## src/rtl/alu_seq_loader.sv

```systemverilog
// ---------------------------------------------------------------------------
// alu_seq_loader
//
// Loads two W-bit operands and an opcode from a narrow switch bus, one
// SWW-bit beat per load strobe (least-significant chunk first). It then runs
// a single ALU operation and holds the registered result and flags until the
// next execution or abort.
//
// Parameters
//   W    ALU data width (a multiple of SWW, at least 8)
//   SWW  switch-bus width; NB = W/SWW beats per operand
//   WOP  opcode width (at most SWW)
//
// Ports
//   clk       in   rising-edge clock for all state
//   rst       in   asynchronous active-low reset
//   sw        in   switch bus, sampled only on an accepted load beat
//   load      in   one-cycle beat strobe (already debounced/edge-detected)
//   clr       in   synchronous sequence abort, has priority over load
//   y         out  registered ALU result
//   carry     out  ADD carry-out
//   borrow    out  SUB unsigned borrow (A < B)
//   overflow  out  ADD/SUB signed overflow
//   zero      out  y == 0
//   neg       out  y[W-1]
//   valid     out  y and flags hold a completed result
//   phase     out  current FSM state
//
// state   | meaning
// --------+-----------------------------------------------------------------
// LOAD_A  | collecting operand A beats, chunk index k
// LOAD_B  | collecting operand B beats, chunk index k
// LOAD_OP | waiting for the opcode beat
// EXEC    | one-cycle execute; load ignored, result registered on exit
// DONE    | result valid; a load here starts the next A (chunk 0)
// ---------------------------------------------------------------------------
module alu_seq_loader #(
    parameter int W   = 16,
    parameter int SWW = 8,
    parameter int WOP = 6
) (
    input  logic           clk,
    input  logic           rst,
    input  logic [SWW-1:0] sw,
    input  logic           load,
    input  logic           clr,
    output logic [W-1:0]   y,
    output logic           carry,
    output logic           borrow,
    output logic           overflow,
    output logic           zero,
    output logic           neg,
    output logic           valid,
    output logic [2:0]     phase
);

    localparam int NB  = W / SWW;
    localparam int KW  = (NB > 1) ? $clog2(NB) : 1;
    localparam int SHW = $clog2(W);

    localparam logic [KW-1:0] K_LAST = KW'(NB - 1);

    localparam logic [WOP-1:0] OP_ADD = WOP'(6'b100000);
    localparam logic [WOP-1:0] OP_SUB = WOP'(6'b100010);
    localparam logic [WOP-1:0] OP_AND = WOP'(6'b100100);
    localparam logic [WOP-1:0] OP_OR  = WOP'(6'b100101);
    localparam logic [WOP-1:0] OP_XOR = WOP'(6'b100110);
    localparam logic [WOP-1:0] OP_NOR = WOP'(6'b100111);
    localparam logic [WOP-1:0] OP_SRL = WOP'(6'b000010);
    localparam logic [WOP-1:0] OP_SRA = WOP'(6'b000011);

    typedef enum logic [2:0] {
        LOAD_A  = 3'd0,
        LOAD_B  = 3'd1,
        LOAD_OP = 3'd2,
        EXEC    = 3'd3,
        DONE    = 3'd4
    } state_t;

    state_t         state;
    logic [KW-1:0]  k;
    logic [W-1:0]   a_reg;
    logic [W-1:0]   b_reg;
    logic [WOP-1:0] op_reg;

    logic [W:0]     sum;
    logic [W-1:0]   diff;
    logic [SHW-1:0] shamt;
    logic [W-1:0]   alu_y;
    logic           alu_c;
    logic           alu_b;
    logic           alu_v;

    assign phase = state;

    // ALU works purely from the captured registers; its result is only
    // registered on the edge leaving EXEC.
    always_comb begin
        sum   = {1'b0, a_reg} + {1'b0, b_reg};
        diff  = a_reg - b_reg;
        shamt = b_reg[SHW-1:0];
        alu_y = '0;
        alu_c = 1'b0;
        alu_b = 1'b0;
        alu_v = 1'b0;
        case (op_reg)
            OP_ADD: begin
                alu_y = sum[W-1:0];
                alu_c = sum[W];
                alu_v = (a_reg[W-1] == b_reg[W-1]) && (sum[W-1] != a_reg[W-1]);
            end
            OP_SUB: begin
                alu_y = diff;
                alu_b = (a_reg < b_reg);
                alu_v = (a_reg[W-1] ^ b_reg[W-1]) & (a_reg[W-1] ^ diff[W-1]);
            end
            OP_AND:  alu_y = a_reg & b_reg;
            OP_OR:   alu_y = a_reg | b_reg;
            OP_XOR:  alu_y = a_reg ^ b_reg;
            OP_NOR:  alu_y = ~(a_reg | b_reg);
            OP_SRL:  alu_y = a_reg >> shamt;
            OP_SRA:  alu_y = $unsigned($signed(a_reg) >>> shamt);
            default: alu_y = '0;
        endcase
    end

    always_ff @(posedge clk or negedge rst) begin
        if (!rst) begin
            state    <= LOAD_A;
            k        <= '0;
            a_reg    <= '0;
            b_reg    <= '0;
            op_reg   <= '0;
            y        <= '0;
            carry    <= 1'b0;
            borrow   <= 1'b0;
            overflow <= 1'b0;
            zero     <= 1'b0;
            neg      <= 1'b0;
            valid    <= 1'b0;
        end else if (clr) begin
            state    <= LOAD_A;
            k        <= '0;
            a_reg    <= '0;
            b_reg    <= '0;
            op_reg   <= '0;
            y        <= '0;
            carry    <= 1'b0;
            borrow   <= 1'b0;
            overflow <= 1'b0;
            zero     <= 1'b0;
            neg      <= 1'b0;
            valid    <= 1'b0;
        end else begin
            case (state)
                LOAD_A: begin
                    if (load) begin
                        for (int i = 0; i < NB; i++) begin
                            if (k == KW'(i)) a_reg[i*SWW +: SWW] <= sw;
                        end
                        if (k == K_LAST) begin
                            k     <= '0;
                            state <= LOAD_B;
                        end else begin
                            k <= k + 1'b1;
                        end
                    end
                end
                LOAD_B: begin
                    if (load) begin
                        for (int i = 0; i < NB; i++) begin
                            if (k == KW'(i)) b_reg[i*SWW +: SWW] <= sw;
                        end
                        if (k == K_LAST) begin
                            k     <= '0;
                            state <= LOAD_OP;
                        end else begin
                            k <= k + 1'b1;
                        end
                    end
                end
                LOAD_OP: begin
                    if (load) begin
                        op_reg <= sw[WOP-1:0];
                        state  <= EXEC;
                    end
                end
                EXEC: begin
                    y        <= alu_y;
                    carry    <= alu_c;
                    borrow   <= alu_b;
                    overflow <= alu_v;
                    zero     <= (alu_y == '0);
                    neg      <= alu_y[W-1];
                    valid    <= 1'b1;
                    state    <= DONE;
                end
                DONE: begin
                    // The beat that leaves DONE is already chunk 0 of the
                    // next A; y and flags stay put until the next EXEC.
                    if (load) begin
                        valid              <= 1'b0;
                        a_reg[SWW-1:0]     <= sw;
                        if (NB == 1) begin
                            k     <= '0;
                            state <= LOAD_B;
                        end else begin
                            k     <= KW'(1);
                            state <= LOAD_A;
                        end
                    end
                end
                default: begin
                    state <= LOAD_A;
                    k     <= '0;
                end
            endcase
        end
    end

endmodule

```

## config.mk

```make
export PLATFORM = sky130hd
export DESIGN_NAME = alu_seq_loader
export DESIGN_NICKNAME = d
export VERILOG_FILES = /design/src/rtl/alu_seq_loader.sv
export SDC_FILE = /design/constraint.sdc
export NUM_CORES = 1
export LEC_CHECK = 0
export BUFFER_PORTS_ARGS = -buffer_cell sky130_fd_sc_hd__buf_2
export CORE_MARGIN = 2
export CORE_UTILIZATION = 61
export DETAILED_ROUTE_END_ITERATION = 12
export GPL_ROUTABILITY_DRIVEN = 0
export HOLD_SLACK_MARGIN = 0.1
export PLACE_DENSITY = 0.8
export SLEW_MARGIN = 20
export SYNTH_ARGS = -nofsm -noshare
export SYNTH_HDL_FRONTEND = slang
export SYNTH_SLANG_ARGS = --single-unit
```

## constraint.sdc

```tcl
create_clock -name clk -period 4.12 [get_ports clk]
set_clock_uncertainty 0.15 [all_clocks]
set_input_delay 0.824 -clock clk [delete_from_list [all_inputs] [get_ports clk]]
set_output_delay 0.824 -clock clk [all_outputs]
set_load 0.1 [all_outputs]
```

* After elaboration in Yosys (flattened, before gate mapping)
Index checks and enable logic that the tools add are counted.
** Word-level totals
- Bits in registers :: 64
- Latch bits :: 0
- Bits in writable memories :: 0
- ROM bits :: 0
- Input port bits :: 12
- Output and inout port bits :: 25
- Logic and storage cells :: 116
- Memories :: 0
** Operators by class
- $add $sub $neg :: 3
- Multiply operators :: 0
- Divide/modulo/power cells :: 0
- Magnitude comparators :: 1
- Eq/ne operators :: 24
- Shifts and indexed selects :: 2
- Multiplexer cells :: 44
- Bitwise logic cells :: 7
- Reductions and logical operators :: 21
** Operators by type and width (count)
- $pmux W16 S8 :: 1
- $mux W16 :: 6
- $eq A6 B6 Y1 const B :: 6
- $mux W8 :: 4
- $mux W3 :: 7
- $ne A3 B3 Y1 const B :: 7
- $mux W1 :: 18
- $mux W6 :: 3
- $add A16 B16 Y17 :: 1
- $and A16 B16 Y16 :: 1
- $logic_not A16 Y1 :: 1
- $lt A16 B16 Y1 :: 1
- $not A16 Y16 :: 1
- $or A16 B16 Y16 :: 1
- $pmux W8 S2 :: 1
- $shr A16 B4 Y16 :: 1
- $sshr A16 B4 Y16 :: 1
- $sub A16 B16 Y16 :: 1
- $xor A16 B16 Y16 :: 1
- $pmux W3 S5 :: 1
- $eq A6 B2 Y1 const B :: 2
- $reduce_and A3 Y1 :: 4
- $reduce_bool A2 Y1 :: 6
- $eq A3 B2 Y1 const B :: 2
- other kinds (19) :: 24

* Longest topological paths before layout
- Word-level depth :: 6
- Depth in mapped cells :: 13
- Depth with buffers taken out :: 13

* Worst setup path before layout
Ideal clock, no wire load.
- Kind :: register -> register
- From :: register b_reg[1]
- To :: register zero
- Setup time :: 0.123 ns
- Arrival time :: 2.855 ns
- Data required time :: 3.847 ns
- Path slack :: 0.993 ns
- Cell stages (with the launch flop) :: 13
- Buffers on the path :: 1
- Clock period less this slack :: 3.127 ns
- Cell sequence :: dfrtp_1 buf_6 inv_1 fa_1 and2b_1 o31ai_1 a2111o_1 a21oi_2 a311oi_1 o21bai_1 mux2i_1 a211oi_1 a32o_2
** On the way
- Longest elaborated chain between the ends :: 6
- Elaborated cells between the ends (all ways) :: 12
- Classes of those cells :: add/sub (2); shift (2); mux (3); bitwise (4); reduce/logical (1)
** Ends and longest elaborated chain
- from (decl) :: line 83 : logic [W-1:0] b_reg;
- from (signal, indexed assignment) :: line 172 : if (k == KW'(i)) b_reg[i*SWW +: SWW] <= sw;
- parallel branches: the longest is 2 deep, another holds $sub A16 B16 Y16
- $pmux W16 S8 (*) :: line 106 : case (op_reg)
- $logic_not A16 Y1 (*) :: line 193 : zero <= (alu_y == '0);
- $mux W1 (*) :: line 155 : case (state)
- $mux W1 (*) :: line 141 : end else if (clr) begin
- to (signal assigned) :: line 193
- to (decl) :: line 51 : output logic zero,
Mark *: on every way between the ends. The select of a mux whose other input is x is not followed.
A chain may end at the register's enable or synchronous reset.

* Worst setup path after layout
- From :: register a_reg[0]
- To :: register zero
** On the way
- Longest elaborated chain between the ends :: 6
- Elaborated cells between the ends (all ways) :: 12
- Classes of those cells :: add/sub (2); shift (2); mux (3); bitwise (4); reduce/logical (1)
** Ends and longest elaborated chain
- from (decl) :: line 82 : logic [W-1:0] a_reg;
- from (signal, indexed assignment) :: line 159 : if (k == KW'(i)) a_reg[i*SWW +: SWW] <= sw;
- from (signal, indexed assignment) :: line 203 : a_reg[SWW-1:0] <= sw;
- parallel branches: the longest is 2 deep, another holds $sub A16 B16 Y16
- $pmux W16 S8 (*) :: line 106
- $logic_not A16 Y1 (*) :: line 193
- $mux W1 (*) :: line 155
- $mux W1 (*) :: line 141
Marks and branches as above.

==> flow_metrics.tcl <==
set metrics [dict create \
    run_status "complete, no violations" \
    power.static_leakage_nw 2.83 \
    flow.area_growth_from_synthesis_pct 6.59 \
    overflow 0 \
    utilization 0.668 \
    routedWlPerCell_um 20.2 \
    clkLatencyLatePin_ns 0.35 \
    number_of_synthesized_flops_with_an_enable_pin 0 \
    distinct_cell_type_count_after_synthesis 79 \
    yosys.area_share.adder 0.111 \
    synth_compound_area_frac 0.246 \
    number_of_antenna_violations_at_the_first_check_in_global_routing 0 \
    criticalPathCategory "register to register" \
    seq_area_frac_synth 0.257 \
    grt_pass1_vias 5557 \
    crit_path_top_delay_cell "sky130_fd_sc_hd__a2111oi_0" \
    total_cts_buffers 9 \
    cts_tree "done" \
    synth_simple_gate_area_frac 0.174 \
    post-cts-setup-buffer-count 0 \
    netlist_area_sq_um 6130 \
    post-route-period-util 0.927 \
    startpoint_of_the_tightest_hold_check_path "y[11]" \
    crit_fanout 4 \
    globalRouteTotalUtil 0.335 \
    grt_first_pass_wirelength_um 28900 \
    htree_levels 3 \
    ff2ff_path_depth 13 \
    ys_dominant_reg_cell "sky130_fd_sc_hd__dfrtp_1" \
    portBuffers 36 \
    min-delay-path-class "register to register" \
    totalNegativeSetupSlack_ns 0 \
    placed_area_sq_um 6310 \
    pwr-share-comb 0.340 \
    dpl.hpwl_um 13300 \
    cp-start-kind "register" \
    max-vdd-ir-drop_mv 0.361 \
    fmax_mhz 262 \
    syn-instance-count 737 \
    seq_power_share 0.365 \
    detailed_routing_iteration_count_for_the_pre_antenna_repair_pass 8 \
    net-switching-power_w 0.000729 \
    clock_edge_transition_at_the_registers_on_the_reported_setup_and_hold_paths_ns 0.08 \
    reg2reg_from "a_reg[0]" \
    synth_xor_area_frac 0.0357 \
    synth_top_family_by_area "compound AO/OA/AOI/OAI gates" \
    slew_headroom 0.329 \
    critPathRequiredTime_ns 4.26 \
    synth_mux_area_frac 0.106 \
    yosysWarnings 0 \
    drive_above_1_share 0.135 \
    worst-r2r-setup-slack_ns 0.30 \
    final-hold-violation-count 0 \
    cp.arrival_ns 3.96 \
    switching_share 0.374 \
    fin_worst_hold_slack_ns 0.329 \
    power-per-cell-area_nw_per_um2 298 \
    critPathMostFrequentCell "sky130_fd_sc_hd__inv_1" \
    whs_endpoint "y[11]" \
    setup_viol 0 \
    async_reset_ff_frac 1.00 \
    remaining_drc_errors 0 \
    worstSetupEndpointType "register" \
    intPower_w 0.00122 \
    finalInstanceArea_sq_um 6530 \
    cts_buffer_depth 2 \
    core.rowCount 36 \
    dieWidth_um 104 \
    synth_fp_nets 802 \
    worst_slew_pin_slew_ns 0.982 \
    starting_density 0.627 \
    number_of_nets_in_the_layout 814 \
    grt_setup_unrepaired "false" \
    hold_path_depth 2 \
    holdBufCountCts 0 \
    drt-initial-drc-count 876 \
    final_max_slew_viol_count 0 \
    postRouteWirelength_um 18000 \
    die_height_um 104 \
    critical-path-max-stage-delay_ns 0.89 \
    clkSinkCount 63 \
    cts_repair_resize_count 0 \
    final.min_clock_period_ns 3.82 \
    ys_ff_latch 63 \
    power_w 0.00195 \
    num_io_pins 37 \
    route.antenna.remaining_nets 0 \
    timing.max_cap.violations 0 \
    critPathLaunch "a_reg[0]" \
    r2r_end "zero" \
    clock_power_share 0.296 \
    placeableCoreArea_sq_um 9770 \
    largest_net_degree_at_the_start_of_global_routing 45 \
    fp.dieArea_sq_um 10900 \
    synth.avg_cell_area_sq_um 8.32 \
    critical_path.cell_chain "inv_1, ha_1, inv_1, fa_1, nor2b_1, o21ai_1, nand2_2, a22oi_1, xor2_1, a2111oi_0, nand4_1, nor4_2, a32o_2" \
    detailed_route_via_count 5965 \
    via_per_inst 6.72 \
    cts-root-buf "sky130_fd_sc_hd__clkbuf_8" \
    antenna-diode-count 0 \
]
==> stage by stage <==
stage | worst slack [ns] | cells
floorplan | 0.993 | 737
global placement | 0.614 | 871
detailed placement | 0.414 | 871
CTS | 0.407 | 887
global route | 0.0797 | 887
finish | 0.299 | 887
==> cells by family after synthesis <==
logic type	count (synthesis)
and+or+nand+nor	231
AOI/OAI and AO/OA	224
buffers and inverters	95
DFF	63
adders and majority gates	53
muxes	46
xor gates and xnor gates	25
==> power by group through the flow <==
stage	Clock (W)	Sequential, W	Combinational, W
2_1_floorplan	0	0.000700	0.000500
3_3_place_gp	0	0.000714	0.000616
3_5_place_dp	0	0.000716	0.000637
4_1_cts	0.000579	0.000705	0.000644
5_1_grt	0.000607	0.000713	0.000718
6_report	0.000576	0.000710	0.000662
==> cells in the mapped netlist, types with 7 or more instances <==
cell                        n  share of area
sky130_fd_sc_hd__nand2_1   87          0.053
sky130_fd_sc_hd__dfrtp_1   63           0.26
sky130_fd_sc_hd__o21ai_0   62          0.051
sky130_fd_sc_hd__nor2_1    61          0.037
sky130_fd_sc_hd__ha_1      51           0.10
sky130_fd_sc_hd__inv_1     48          0.029
sky130_fd_sc_hd__a21oi_1   47          0.038
sky130_fd_sc_hd__mux2i_1   26          0.042
sky130_fd_sc_hd__clkbuf_1  24          0.015
sky130_fd_sc_hd__xnor2_1   21          0.030
sky130_fd_sc_hd__nor3_1    17          0.014
sky130_fd_sc_hd__nand3_1   14          0.011
sky130_fd_sc_hd__a211oi_1  13          0.016
sky130_fd_sc_hd__mux4_2    12          0.044
sky130_fd_sc_hd__buf_2     10         0.0082
sky130_fd_sc_hd__nand2b_1  10          0.010
sky130_fd_sc_hd__nor2b_1    9         0.0092
sky130_fd_sc_hd__o21a_1     9          0.011
sky130_fd_sc_hd__a21o_1     7         0.0086
sky130_fd_sc_hd__a22o_1     7          0.010
sky130_fd_sc_hd__a31oi_1    7         0.0071
sky130_fd_sc_hd__nor4_1     7         0.0071
==> per-layer routing <==
| layer | share of wire | wire, um | global-route usage | vias to the layer above |
|---|---|---|---|---|
| met5 | 0 | 0 | 0 | - |
| met4 | 0.047 | 842 | 0.147 | 0 |
| li1 | - | - | - | 2677 |
| met2 | 0.44 | 7960 | 0.520 | 380 |
| met3 | 0.11 | 1960 | 0.0670 | 94 |
| met1 | 0.40 | 7190 | 0.457 | 2814 |
==> final cells by class <==
type	count	area, sq um
tap	133	166
inverter	50	188
sequential	63	1580
multi-input combinational	579	4140
clock buffer	11	151
timing repair buffer	46	255
clock inverter	5	56.3
fill	820	3240
==> worst max-delay path by stage <==
stage / end / slack, ns / depth (start not counted)
after CTS: zero / 0.41 / 13
after floorplan: zero / 0.99 / 12
after detailed placement: zero / 0.41 / 13
final: zero / 0.30 / 13
after global placement: zero / 0.61 / 13
after global routing: zero / 0.08 / 11
==> worst max-delay path, delay by kind of cell, from the launching register on <==
family                   cells  cell delay (ns)
AO/OA/AOI/OAI                4             1.61
AND/OR/NAND/NOR              4             0.75
adder cells (fa/ha/maj)      2             0.60
flip-flops                   1             0.41
buffers and inverters        2             0.15
XOR/XNOR                     1             0.09
==> cells in the final DEF, fill, tap and decap left out, types with 13 or more instances in the layout <==
cell type,Yosys,final
sky130_fd_sc_hd__ha_1,51,51
sky130_fd_sc_hd__buf_2,10,36
sky130_fd_sc_hd__nand2_1,87,87
sky130_fd_sc_hd__mux2i_1,26,26
sky130_fd_sc_hd__nor2_1,61,60
sky130_fd_sc_hd__nor3_1,17,17
sky130_fd_sc_hd__dfrtp_1,63,62
sky130_fd_sc_hd__a211oi_1,13,13
sky130_fd_sc_hd__a21oi_1,47,47
sky130_fd_sc_hd__xnor2_1,21,21
sky130_fd_sc_hd__inv_1,48,48
sky130_fd_sc_hd__nand3_1,14,14
sky130_fd_sc_hd__o21ai_0,62,62
(Power assumes the default switching activity.)
